**src/rtl/div_seq.sv**
```systemverilog
// Sequential unsigned restoring divider.
// A divide is accepted in IDLE, takes WIDTH RUN cycles (one quotient bit per
// cycle) and reports the result with a one-cycle done pulse in DONE.
// A zero divisor skips RUN and reports all-ones / dividend straight away.
module div_seq #(
  parameter int WIDTH = 32
) (
  input  logic             clk,
  input  logic             rst,
  input  logic             start,
  input  logic [WIDTH-1:0] dividend,
  input  logic [WIDTH-1:0] divisor,
  output logic             stall,
  output logic             busy,
  output logic             done,
  output logic [WIDTH-1:0] quotient,
  output logic [WIDTH-1:0] remainder,
  output logic             div_by_zero
);

  localparam int CW = $clog2(WIDTH + 1);

  typedef enum logic [1:0] {
    IDLE,
    RUN,
    DONE
  } state_t;

  state_t           state;
  logic [WIDTH-1:0] dvd_q;
  logic [WIDTH-1:0] dvs_q;
  logic [WIDTH-1:0] rem_q;
  logic [CW-1:0]    count;

  logic [WIDTH:0]   shifted_rem;
  logic [WIDTH:0]   trial;
  logic             borrow;
  logic [WIDTH-1:0] next_rem;
  logic [WIDTH-1:0] next_quo;

  // One restoring step: shift the next dividend bit into the partial
  // remainder (kept one bit wider so large divisors cannot overflow it),
  // trial-subtract the divisor and keep or restore depending on the borrow.
  // The dividend register shifts left and collects quotient bits at the LSB.
  always_comb begin
    shifted_rem = {rem_q, dvd_q[WIDTH-1]};
    trial       = shifted_rem - {1'b0, dvs_q};
    borrow      = trial[WIDTH];
    next_rem    = borrow ? shifted_rem[WIDTH-1:0] : trial[WIDTH-1:0];
    next_quo    = {dvd_q[WIDTH-2:0], ~borrow};
  end

  // Sequencer: captures operands, iterates, and registers results on entry to DONE.
  always_ff @(posedge clk or posedge rst) begin
    if (rst) begin
      state       <= IDLE;
      dvd_q       <= '0;
      dvs_q       <= '0;
      rem_q       <= '0;
      count       <= '0;
      done        <= 1'b0;
      quotient    <= '0;
      remainder   <= '0;
      div_by_zero <= 1'b0;
    end else begin
      case (state)
        IDLE: begin
          done <= 1'b0;
          if (start) begin
            dvd_q <= dividend;
            dvs_q <= divisor;
            rem_q <= '0;
            if (divisor == '0) begin
              state       <= DONE;
              done        <= 1'b1;
              quotient    <= '1;
              remainder   <= dividend;
              div_by_zero <= 1'b1;
            end else begin
              state <= RUN;
              count <= CW'(WIDTH);
            end
          end
        end
        RUN: begin
          dvd_q <= next_quo;
          rem_q <= next_rem;
          count <= count - CW'(1);
          if (count == CW'(1)) begin
            state       <= DONE;
            done        <= 1'b1;
            quotient    <= next_quo;
            remainder   <= next_rem;
            div_by_zero <= 1'b0;
          end
        end
        DONE: begin
          done  <= 1'b0;
          state <= IDLE;
        end
        default: begin
          done  <= 1'b0;
          state <= IDLE;
        end
      endcase
    end
  end

  // Hold the pipeline while a divide is being accepted or iterating; DONE
  // lets it advance so the result is consumed in that cycle.
  always_comb begin
    stall = ((state == IDLE) && start) || (state == RUN);
    busy  = (state != IDLE);
  end

endmodule

```
**config.mk**
```make
export PLATFORM = sky130hd
export DESIGN_NAME = div_seq
export DESIGN_NICKNAME = d
export VERILOG_FILES = /design/src/rtl/div_seq.sv
export SDC_FILE = /design/constraint.sdc
export NUM_CORES = 1
export LEC_CHECK = 0
export ABC_AREA = 1
export BUFFER_PORTS_ARGS = -buffer_cell sky130_fd_sc_hd__buf_4
export CAP_MARGIN = 20
export CORE_ASPECT_RATIO = 1.25
export CORE_MARGIN = 3
export CORE_UTILIZATION = 45
export DETAILED_ROUTE_END_ITERATION = 8
export PLACE_DENSITY = 0.72
export SKIP_CTS_REPAIR_TIMING = 1
export SKIP_LAST_GASP = 1
export SLEW_MARGIN = 20
export SYNTH_ARGS = -nofsm -noshare
export SYNTH_HDL_FRONTEND = slang
export SYNTH_SLANG_ARGS = --single-unit
```
**constraint.sdc**
```tcl
create_clock -name clk -period 6.14 [get_ports clk]
set_input_delay 0.921 -clock clk [delete_from_list [all_inputs] [get_ports clk]]
set_output_delay 0.921 -clock clk [all_outputs]
set_load 0.02 [all_outputs]
```
==> results.py <==
metrics = {
    "cells_and_area": {
        "multi_input_area_um2": 4790,
        "fillers": 2180,
        "antenna_cells": 0,
        "regArea_um2": 4250,
        "drive_above_1_share_pct": 14.7,
        "syn2layout_area_growth_pct": 17.2,
        "final_nets": 1680,
    },
    "placement": {
        "hpwl_um": 22000,
        "io_buffers": 134,
        "gp_congestion": 0.964,
        "pre_cts_ws_ns": 2.51,
    },
    "worst_setup_path": {
        "cp-startpoint": "state[0]$_DFFE_PP0P_",
        "crit_chain": "inv_1 -> nor2_4 -> nor2_2 -> buf_4 -> inv_1 -> buf_4 -> buf_4",
        "reg2regPathDepth": 12,
        "critical_path.endpoint_type": "output port",
        "r2r_setup_slack_ns": 2.71,
        "path_common_cell": "buf_4",
        "cp_max_fo": 36,
        "critPathKind": "reg -> out",
        "critPathMaxStageDelay_ns": 0.66,
        "crit_required_ns": 5.22,
        "reg2reg_to": "remainder[23]$_DFFE_PP0P_",
        "slowest_stage": "nor2_4",
        "cp.arrival_ns": 2.52,
        "start_kind": "flip-flop",
        "regToRegStartpoint": "state[0]$_DFFE_PP0P_",
    },
    "pwr": {
        "powerDensity_nw_per_um2": 644,
        "p_seq_share_pct": 24.7,
        "switching_share_pct": 52.2,
        "leakage_nw": 6.63,
        "p_comb_share_pct": 61.4,
        "p_clk_share_pct": 13.9,
        "internal_power_w": 0.00373,
        "peakVddDrop_mv": 0.270,
        "p_sw_w": 0.00408,
    },
    "min_path": {
        "hold_depth": 2,
        "hold_path_class": "reg -> reg",
        "hp-start": "dvs_q[0]$_DFFE_PP0P_",
        "min_to": "dvs_q[0]$_DFFE_PP0P_",
    },
    "timing": {
        "final-hold-violation-count": 0,
        "tightest_slew_ns": 0.975,
        "hold_slack_ns": 0.509,
        "fmax_mhz": 290,
        "skew_ns": 0.0125,
        "post-route-period-util_pct": 56.1,
        "period_minus_slack_ns": 3.44,
        "tns_ns": 0,
        "setup_violations": 0,
        "maxSlewViolCount": 0,
        "slew-limit-headroom_pct": 34.9,
        "rsz0062_at_grt": "false",
        "final_critical_path_setup_slack_ns": 2.70,
    },
    "yosys": {
        "avgSynthCellArea_um2": 7.05,
        "yosysUniqueCellTypes": 36,
        "synth_seq_cells": 170,
        "synth_warnings": 0,
        "syn_nets": 1570,
        "netlist_area_um2": 10300,
        "synthFlopType": "dfrtp_1",
        "synthCells": 1468,
        "async_reset_ff_share_pct": 100,
        "synth_enable_flop_cells": 0,
        "seq_area_frac_synth_pct": 41.1,
    },
    "detailed_routing": {
        "via_per_inst": 5.11,
        "drt-pass1-iter-count": 5,
        "postRouteAntennaNets": 0,
        "wl_um": 29400,
        "post-route-drc-count": 0,
        "wire_per_inst_um": 15.7,
        "dr.first_iter.drc_count": 689,
        "vias": 9580,
    },
    "grt": {
        "grt_max_degree": 119,
        "busiest_layer": "met2",
        "antenna_found_initial": 0,
        "gr-total-overflow": 0,
        "grtUsageMet1_pct": 32.8,
        "grtUsageMet2_pct": 39.3,
        "grt_usage_pct": 23.7,
        "grt_use_met3_pct": 3.13,
        "grt_pass1_wl_um": 47100,
        "first_global_vias": 9150,
    },
    "die": {
        "die_w_um": 142,
        "initial_core_util_pct": 46.1,
        "die_y_um": 176,
        "core_area_um2": 22400,
        "rows": 61,
        "pin_count": 135,
        "die_area_um2": 24900,
    },
    "cts": {
        "cts_made_buffers": 17,
        "cts_root_buffer": "clkbuf_16",
        "insertion_delay_ns": 0.44,
        "tritoncts": "yes",
        "cts_buffer_depth": 2,
        "path_clk_slew_ns": 0.07,
        "h-tree-depth": 4,
        "clkSinkCount": 170,
    },
    "job": {
        "drv_cap": 0,
    },
    "run_status": {
        "outcome": "finished clean",
    },
}
placed cells by master (no fill, tap or decap), types with 5 or more instances in the layout:
cell type,Yosys,final
nand2_1,400,400
inv_1,282,281
dfrtp_1,170,170
nand3_1,147,147
buf_4,5,141
nor2_1,117,114
o21ai_0,66,66
a21oi_1,51,51
ha_1,34,34
a22oi_1,31,31
or2_2,26,26
clkbuf_16,0,17
xor2_1,15,15
nand3_2,13,13
nand4_1,9,9
nor3_1,9,9
nand2_2,8,8
or2_1,8,8
and2_1,7,7
nor2_2,5,6
inv_6,0,6
clkinv_8,0,5
worst max-delay path by stage:
stage	cells after the start	endpoint	slack (ns)
floorplan	1	count[0]$_DFFE_PP0P_	0.62
global placement	11	remainder[23]$_DFFE_PP0P_	2.57
detailed placement	11	remainder[23]$_DFFE_PP0P_	2.51
CTS	12	remainder[23]$_DFFE_PP0P_	2.68
global route	11	remainder[13]$_DFFE_PP0P_	2.37
finish	7	stall	2.70
final cells by class:
| cell class | count | area share (%) |
|---|---|---|
| Clock buffer | 18 | 3.54 |
| Clock inverter | 14 | 1.38 |
| Inverter | 285 | 8.88 |
| Multi-Input combinational cell | 963 | 39.5 |
| Sequential cell | 170 | 35.1 |
| Tap cell | 283 | 2.92 |
| Timing Repair Buffer | 141 | 8.73 |
through the flow:
step | total power [W] | instances | area (um^2) | util, %
after floorplan | 0.00534 | 1468 | 10300 | -
after global placement | 0.00658 | 1842 | 11500 | 51.4
after detailed placement | 0.00665 | 1842 | 11500 | 51.4
after CTS | 0.00779 | 1874 | 12100 | 54.0
after global routing | 0.00850 | 1874 | 12100 | 54.0
final | 0.00781 | 1874 | 12100 | 54.0
synth_stat cells (5+ instances only):
library cell	count	area [um^2]
or2_1	8	50.1
nand3_2	13	130
buf_4	5	37.5
clkbuf_1	32	120
a22oi_1	31	233
and2_1	7	43.8
nand3_1	147	736
or2_2	26	163
buf_2	7	35.0
nand2_1	400	1500
inv_1	282	1060
nor2_1	117	439
nand4_1	9	56.3
nor2_2	5	31.3
o21ai_0	66	330
dfrtp_1	170	4250
nand2_2	8	50.1
ha_1	34	425
xor2_1	15	131
nor3_1	9	45.0
a21oi_1	51	255
power by group through the flow:
stage	logic [W]	registers [W]	clock network, W
2_1_floorplan	0.00331	0.00203	0
4_1_cts	0.00476	0.00192	0.00111
3_5_place_dp	0.00472	0.00193	0
5_1_grt	0.00537	0.00198	0.00116
3_3_place_gp	0.00465	0.00193	0
6_report	0.00479	0.00193	0.00109
flip-flops by register name (all words and copies together) (netlist names):
register     cells
div_by_zero      1
done             1
rem_q           32
remainder       32
quotient        32
dvs_q           32
count            6
dvd_q           32
state            2
critical path: cells and delay by family (launching register included):
kind | cells | cell delay, ns
buffers and inverters | 5 | 0.98
AND/OR/NAND/NOR | 2 | 0.73
flip-flops | 1 | 0.36
routing by layer:
layer  part of all wire, %  wire [um]
met1                    45      13100
met2                    48      14100
met3                   5.6       1650
met4                   1.9        571
met5                     0          0
cells by family (layout without fill, tap and decap cells):
kind of cell    Yosys count  after routing  share of synthesized area (%)
buf+inv                 335            458                           12.8
simple gates            757            757                           32.0
flops                   170            170                           41.1
fa+ha+maj                35             35                           4.30
xor+xnor                 16             16                           1.35
compound gates          155            155                           8.44
Power figures use the tool's default switching activity.
